===== config.mk =====
export PLATFORM = sky130hd
export DESIGN_NAME = memory_arbiter
export DESIGN_NICKNAME = d
export VERILOG_FILES = /design/src/rtl/memory_arbiter.sv
export SDC_FILE = /design/constraint.sdc
export NUM_CORES = 1
export LEC_CHECK = 0
export ABC_AREA = 1
export BUFFER_PORTS_ARGS = -buffer_cell sky130_fd_sc_hd__buf_2
export CORE_AREA = 2 2 104 106
export CTS_CLUSTER_DIAMETER = 80
export CTS_CLUSTER_SIZE = 16
export DETAILED_ROUTE_END_ITERATION = 7
export DIE_AREA = 0 0 106 108
export GPL_TIMING_DRIVEN = 0
export PLACE_DENSITY = 0.61
export SLEW_MARGIN = 15
export SYNTH_ARGS = -nofsm -noshare
export SYNTH_HDL_FRONTEND = slang
export SYNTH_SLANG_ARGS = --single-unit

===== constraint.sdc =====
create_clock -name CLK -period 1.8 [get_ports CLK]
set_input_delay 0.36 -clock CLK [delete_from_list [all_inputs] [get_ports CLK]]
set_output_delay 0.36 -clock CLK [all_outputs]
set_load 0.1 [all_outputs]

===== src/rtl/memory_arbiter.sv =====
// Arbiter for the single shared RAM port between instruction fetch and data access.
// Data wins by default; a run counter forces an instruction grant after MAX_DRUN data grants.
module memory_arbiter #(
   parameter int unsigned ADDR_W   = 32,
   parameter int unsigned DATA_W   = 32,
   parameter int unsigned MAX_DRUN = 4
) (
   input  logic              CLK,
   input  logic              RST,
   input  logic              iREN,
   input  logic [ADDR_W-1:0] iaddr,
   output logic [DATA_W-1:0] iload,
   output logic              iwait,
   input  logic              dREN,
   input  logic              dWEN,
   input  logic [ADDR_W-1:0] daddr,
   input  logic [DATA_W-1:0] dstore,
   output logic [DATA_W-1:0] dload,
   output logic              dwait,
   output logic              ramREN,
   output logic              ramWEN,
   output logic [ADDR_W-1:0] ramaddr,
   output logic [DATA_W-1:0] ramstore,
   input  logic [DATA_W-1:0] ramload,
   input  logic              ram_ready,
   output logic [3:0]        drun
);

   typedef enum logic [1:0] {StIdle, StDgnt, StIgnt} state_e;

   localparam logic [3:0] MaxDrun = 4'(MAX_DRUN);

   state_e     state_q, state_d;
   logic [3:0] drun_q, drun_d;
   logic       dreq;
   logic       arb;

   assign dreq = dREN | dWEN;
   assign drun = drun_q;

   always_comb begin
      state_d  = state_q;
      drun_d   = drun_q;
      arb      = 1'b0;
      ramREN   = 1'b0;
      ramWEN   = 1'b0;
      ramaddr  = '0;
      ramstore = '0;
      iwait    = 1'b1;
      dwait    = 1'b1;
      iload    = '0;
      dload    = '0;

      unique case (state_q)
         StIdle: arb = 1'b1;
         StDgnt: begin
            if (dreq) begin
               // A combined read+write request is carried out as a write.
               ramWEN   = dWEN;
               ramREN   = dREN & ~dWEN;
               ramaddr  = daddr;
               ramstore = dstore;
               if (ram_ready) begin
                  dwait = 1'b0;
                  dload = ramload;
                  if (iREN) begin
                     drun_d = (drun_q == 4'hf) ? 4'hf : drun_q + 4'd1;
                  end else begin
                     drun_d = 4'd0;
                  end
                  arb = 1'b1;
               end
            end else begin
               state_d = StIdle;
            end
         end
         StIgnt: begin
            if (iREN) begin
               ramREN  = 1'b1;
               ramaddr = iaddr;
               if (ram_ready) begin
                  iwait  = 1'b0;
                  iload  = ramload;
                  drun_d = 4'd0;
                  arb    = 1'b1;
               end
            end else begin
               state_d = StIdle;
            end
         end
         default: state_d = StIdle;
      endcase

      // Re-arbitration on completion sees the already-updated run count.
      if (arb) begin
         if (iREN && (!dreq || (drun_d >= MaxDrun))) begin
            state_d = StIgnt;
         end else if (dreq) begin
            state_d = StDgnt;
         end else begin
            state_d = StIdle;
         end
      end
   end

   always_ff @(posedge CLK or posedge RST) begin
      if (RST) begin
         state_q <= StIdle;
         drun_q  <= 4'd0;
      end else begin
         state_q <= state_d;
         drun_q  <= drun_d;
      end
   end

endmodule


==> flow_metrics.py, run 1 <==
metrics = {
    "run_status": {
        "status": "finished with violations",
        "violations": "negative setup slack",
    },
    "grt": {
        "antenna_found_initial": 1,
        "grt_max_degree": 11,
        "grt_pass1_wl_um": 18600,
        "grt_pass1_vias": 3669,
        "grt-ovfl-total": 0,
        "grt.total_usage": 0.2032,
    },
    "clock_tree": {
        "cts_hold_buf": 0,
        "path_clk_slew_ps": 40,
        "cts_made_buffers": 3,
        "htree_num_levels": 1,
        "cts_sinks": 6,
        "cts.path.max_buffers": 2,
        "clkLatencyLatePin_ps": 230,
        "cts_tree": "yes",
        "root_buffer": "clkbuf_8",
    },
    "floorplan": {
        "initial_utilization": 0.1600,
        "fp.coreArea_mm2": 0.01023,
        "die-area_mm2": 0.01145,
        "rows": 37,
        "io_pins": 270,
        "die_w_um": 106,
        "die_y_um": 108,
    },
    "synthesis": {
        "synth_top_family_by_area": "simple AND/OR/NAND/NOR gates",
        "synthCells": 366,
        "synth_mux_area_frac": 0,
        "synth_compound_area_frac": 0.1277,
        "synth_seq_cells": 6,
        "synth_largest_area_cell": "nor2_1",
        "synth_fa_ha_area_frac": 0.03823,
        "seq_area_frac_synth": 0.09174,
        "netlist_area_mm2": 0.001637,
        "synth_area_leaders": "nor2_1, nand2_1, inv_1",
        "synthSimpleGateAreaFrac": 0.4985,
        "ys_warn_count": 0,
        "synth_top_area_frac": 0.2317,
        "synth_xor_area_frac": 0,
        "postSynthAreaPerCell_um2": 4.472,
        "syn-num-nets": 505,
        "yosysUniqueCellTypes": 17,
    },
    "placement": {
        "gp_congestion": 0.7977,
        "port_buffers": 269,
        "hpwlAfterDp_um": 7741,
    },
    "critical_path": {
        "endpoint_kind": "primary output",
        "cp_cell_sequence": "inv_2 > ha_4 > nand2_8 > inv_16 > nand2_8 > buf_16 > nor2_4 > buf_12",
        "worstPathMaxFanout": 8,
        "worst_ep_required_time_ps": 1440,
        "arrival_ps": 1750,
        "startpoint_type": "flop",
        "critPathMaxStageDelay_ps": 380,
        "path_buf_inv": 4,
        "cp_top_family": "buffers and inverters",
        "path_class": "flop to primary output",
        "crit_top_cell": "nand2_8",
        "cpMaxStageDelayCell": "dfrtp_1",
    },
    "sta": {
        "slew_headroom": 0.6699,
        "tightestPinTransition_ps": 498.5,
        "fin_crit_sh": 1.172,
        "layout_setup_ws_ps": -310.2,
        "setup_violations": 130,
        "max_freq_ghz": 0.4739,
        "drv_slew": 0,
        "finClkSkew_ps": 4.757,
        "hold_viol": 0,
        "rsz0062_at_grt": "true",
        "hold_ws_ps": 38.31,
        "period_minus_slack_ps": 2110,
    },
    "layout": {
        "ff_latch_area_um2": 156.4,
        "drive_above_1_share": 0.7856,
        "multiInputGateArea_mm2": 0.002536,
        "nNetsFinal": 821,
        "nFillCells": 607,
        "syn2layout_area_growth_pct": 360.5,
    },
    "min_path": {
        "hold_class": "input port to asynchronous set/reset pin",
    },
    "drt": {
        "ant_nets": 0,
        "vias_per_cell": 4.428,
        "route.detailed.drc": 0,
        "wire_per_inst_um": 17.38,
        "drt-initial-drc-count": 154,
        "wirelength_um": 14220,
        "vias": 3622,
        "drtPass1Iterations": 5,
    },
    "pwr": {
        "ir_worst_vdd_uv": 1323,
        "power_density_mw_per_mm2": 1461,
        "total_power_mw": 11.01,
        "p_leak_nw": 3.448,
    },
    "run": {
        "maxCapViolations": 0,
    },
}
logic make-up after synthesis:
family / Yosys count
buf+inv: 104
simple gates: 210
compound gates: 41
fa+ha+maj: 5
flops: 6
state kept, by name, summed over array words and instances, names as in the netlist:
signal / flops
drun: 4
state_q: 2
path summary, 6_finish.rpt:
kind                       startpoint    endpoint  slack [ps]  cells after the start
max in group asynchronous         RST  state_q[0]        1540                      2
setup / recovery           state_q[1]   dload[19]        -310                      8
min in group CLK                 iREN  state_q[1]         470                      3
setup reg to reg           state_q[1]  state_q[1]          20                     13
hold / removal                    RST     drun[1]          40                      2
hold reg to reg               drun[2]     drun[2]         600                      2
per-stage QoR:
stage | utilization | std cells | setup TNS, ps | setup WS (ps) | area [µm²]
after detailed placement | 0.4169 | 771 | -51920 | -659.3 | 4265
after floorplan | - | 366 | -34790 | -635.7 | 2749
final | 0.7366 | 818 | -28860 | -310.2 | 7536
after global routing | 0.7366 | 818 | -36590 | -363.2 | 7536
after global placement | 0.4169 | 771 | -47840 | -618.4 | 4265
after CTS | 0.6321 | 799 | -31880 | -288.0 | 6467
per-layer routing:
layer  part of all wire  vias to the layer above  routed length, µm  track usage
met1               0.32                     1686               4603       0.1986
li1                   -                     1694                  -            -
met3              0.070                       32                990      0.03496
met5                  0                        -                  0            0
met4              0.032                        0                454      0.05263
met2               0.57                      210               8169       0.4327
placed cells by master (no fill, tap or decap), drive strengths merged:
cell type and n:
buf 315, nor2 102, inv 84, and2 1
ha 5, nand2 96, dfrtp 6, clkinv 1
diode 1, a21oi 36, o21ai 5, clkbuf 19
nand4 1, nand3 10
synthesized netlist by cell type:
master    count
inv_1        82
nor2_4        1
and2_1        1
nand2_1      95
inv_2         3
a21oi_2       1
ha_1          5
nand2_2       1
nor2_1      101
buf_2         7
o21ai_0       5
a21oi_1      35
nand4_1       1
dfrtp_1       6
buf_1         1
nand3_1      10
clkbuf_1     11
final cells by class:
class | instances | area share
repair buffers | 312 | 0.5162
multi-input cells | 256 | 0.3365
plain buffers | 18 | 0.05014
inverters | 85 | 0.04748
well taps | 136 | 0.02258
flip-flops and latches | 6 | 0.02075
clock buffers | 4 | 0.005977
diodes | 1 | 0.0003321
report_power, final:
group          internal [mW]  switching (mW)  leakage, nW  total, mW
logic                   3.93            6.63         3.35       10.6
clock network          0.153          0.0638       0.0228      0.217
registers              0.177          0.0561       0.0733      0.233
repair_timing:
item	in CTS	in global routing
setup buffers	17	10
pin swaps	12	44
cloned	7	9
gates resized for setup	517	186
setup endpoints to repair	134	134
worst reg2reg max path, delay by kind of cell (launching register included):
kind | cells | cell delay [ps]
buf+inv | 5 | 460
simple gates | 6 | 410
flops | 1 | 360
fa+ha+maj | 1 | 290
compound gates | 1 | 150
Power figures use the tool's default switching activity.
==> run 2: changes to the inputs <==
--- a/config.mk
+++ b/config.mk
@@ -7,13 +7,13 @@
 export LEC_CHECK = 0
 export ABC_AREA = 1
 export BUFFER_PORTS_ARGS = -buffer_cell sky130_fd_sc_hd__buf_2
-export CORE_AREA = 2 2 104 106
+export CORE_AREA = 10 10 96 98
 export CTS_CLUSTER_DIAMETER = 80
 export CTS_CLUSTER_SIZE = 16
 export DETAILED_ROUTE_END_ITERATION = 7
 export DIE_AREA = 0 0 106 108
 export GPL_TIMING_DRIVEN = 0
-export PLACE_DENSITY = 0.61
+export PLACE_DENSITY = 0.77
 export SLEW_MARGIN = 15
 export SYNTH_ARGS = -nofsm -noshare
 export SYNTH_HDL_FRONTEND = slang
==> run 2 against run 1 <==
  * The flow now stops in global routing
  * Synthesized area did not move
  * Synthesized cell count unchanged
==> flow_metrics.py, run 2 <==
metrics = {
    "run_status": {
        "status": "aborted with a tool error",
        "failed_stage": "global routing",
        "tool.error": "[ERROR DPL-0038] Utilization greater than 100%, impossible to legalize",
    },
    "clock_tree": {
        "cts_sinks": 6,
        "cts_made_buffers": 3,
        "cts_hold_buf": 0,
        "root_buffer": "clkbuf_8",
        "cts.path.max_buffers": 2,
        "htree_num_levels": 1,
    },
    "synthesis": {
        "async_reset_ff_frac": 1.000,
        "synth_largest_area_cell": "nor2_1",
        "syn-num-nets": 505,
        "netlist_area_mm2": 0.001637,
        "ys.flop_type": "dfrtp_1",
        "synth_edf_count": 0,
        "seq_area_frac_synth": 0.09174,
        "synth_common_cells": "nor2_1, nand2_1, inv_1, a21oi_1, clkbuf_1",
        "yosysUniqueCellTypes": 17,
        "postSynthAreaPerCell_um2": 4.472,
        "ys_warn_count": 0,
        "synth_area_leaders": "nor2_1, nand2_1, inv_1",
        "synth_most_common_cell": "nor2_1",
        "synthCells": 366,
        "synth_top_area_frac": 0.2317,
        "synth_seq_cells": 6,
    },
    "sta": {
        "worstEpCategory": "primary output",
        "crit_endpoint": "dload[19]",
    },
    "floorplan": {
        "io_pins": 270,
        "initial_utilization": 0.2198,
        "die_w_um": 106,
        "rows": 32,
        "die_y_um": 108,
    },
    "grt": {
        "grt_max_degree": 11,
    },
    "placement": {
        "hpwlAfterDp_um": 10040,
        "port_buffers": 269,
        "dp.cells": 737,
        "gp_congestion": 0.8589,
    },
}
==> run 2: cell counts after synthesis <==
Identical to the previous run, type by type.
==> run 2: logic make-up after synthesis <==
kind of cell             after synthesis  share of synthesized area
AND/OR/NAND/NOR                      210                     0.4985
buffers and inverters                104                     0.2439
flip-flops                             6                    0.09174
adder cells (fa/ha/maj)                5                    0.03823
AO/OA/AOI/OAI                         41                     0.1277
==> run 2: per-stage QoR <==
| stage | hold WS (ps) | area [µm²] | worst slack [ps] |
|---|---|---|---|
| after floorplan | 150.7 | 2749 | -635.7 |
| after global placement | 269.5 | 4223 | -565.2 |
| after detailed placement | 274.2 | 4223 | -610.0 |
| after CTS | 37.33 | 6639 | -383.8 |
==> run 2: timing repair <==
action,4_1_cts
endpoints found under the setup margin,134
resized for setup,544
cloned,9
buffers inserted,16
pin swaps,26
==> run 3: changes to the inputs <==
--- a/config.mk
+++ b/config.mk
@@ -8,12 +8,10 @@
 export ABC_AREA = 1
 export BUFFER_PORTS_ARGS = -buffer_cell sky130_fd_sc_hd__buf_2
 export CORE_AREA = 10 10 96 98
-export CTS_CLUSTER_DIAMETER = 80
-export CTS_CLUSTER_SIZE = 16
 export DETAILED_ROUTE_END_ITERATION = 7
 export DIE_AREA = 0 0 106 108
 export GPL_TIMING_DRIVEN = 0
-export PLACE_DENSITY = 0.77
+export PLACE_DENSITY_LB_ADDON = 0.15
 export SLEW_MARGIN = 15
 export SYNTH_ARGS = -nofsm -noshare
 export SYNTH_HDL_FRONTEND = slang
==> run 3 against run 2 <==
  * The run again fails in global routing
  * Synthesized cell count unchanged
  * Synthesized area unchanged
==> flow_metrics.py, run 3 <==
metrics = {
    "sta": {
        "crit_endpoint": "dload[13]",
        "worstEpCategory": "primary output",
    },
    "clock_tree": {
        "cts_sinks": 6,
        "cts.path.max_buffers": 2,
        "root_buffer": "clkbuf_8",
        "cts_made_buffers": 3,
        "cts_hold_buf": 0,
        "htree_num_levels": 1,
    },
    "placement": {
        "dp_slack_ps": -641.9,
        "gp_congestion": 0.8621,
        "dp.cells": 737,
        "hpwlAfterDp_um": 10130,
        "port_buffers": 269,
    },
    "floorplan": {
        "initial_utilization": 0.2198,
        "rows": 32,
        "die_y_um": 108,
        "die_w_um": 106,
        "io_pins": 270,
    },
    "synthesis": {
        "postSynthAreaPerCell_um2": 4.472,
        "synth_common_cells": "nor2_1, nand2_1, inv_1, a21oi_1, clkbuf_1",
        "synthCells": 366,
        "yosysUniqueCellTypes": 17,
        "synth_most_common_cell": "nor2_1",
        "synth_edf_count": 0,
        "seq_area_frac_synth": 0.09174,
        "synth_largest_area_cell": "nor2_1",
        "synth_area_leaders": "nor2_1, nand2_1, inv_1",
        "ys.flop_type": "dfrtp_1",
        "synth_seq_cells": 6,
        "async_reset_ff_frac": 1.000,
        "ys_warn_count": 0,
        "netlist_area_mm2": 0.001637,
        "synth_top_area_frac": 0.2317,
        "syn-num-nets": 505,
    },
    "grt": {
        "grt_max_degree": 11,
    },
    "run_status": {
        "tool.error": "[ERROR DPL-0038] Utilization greater than 100%, impossible to legalize",
        "failed_stage": "global routing",
        "status": "aborted with a tool error",
    },
}
run 3: kinds of logic after synthesis:
family / after synthesis / synth area share
AOI/OAI and AO/OA: 41 / 0.1277
buffers and inverters: 104 / 0.2439
adders and majority gates: 5 / 0.03823
and+or+nand+nor: 210 / 0.4985
DFF: 6 / 0.09174
run 3: stage by stage:
stage | area [µm²] | TNS, ps
floorplan | 2749 | -34790
global placement | 4223 | -46740
detailed placement | 4223 | -51340
CTS | 6770 | -31010
run 3: timing repair:
item,4_1_cts
endpoints found under the hold margin,0
gates resized for setup,585
setup buffers,14
gates cloned,6
pin swaps,7
endpoints found under the setup margin,134
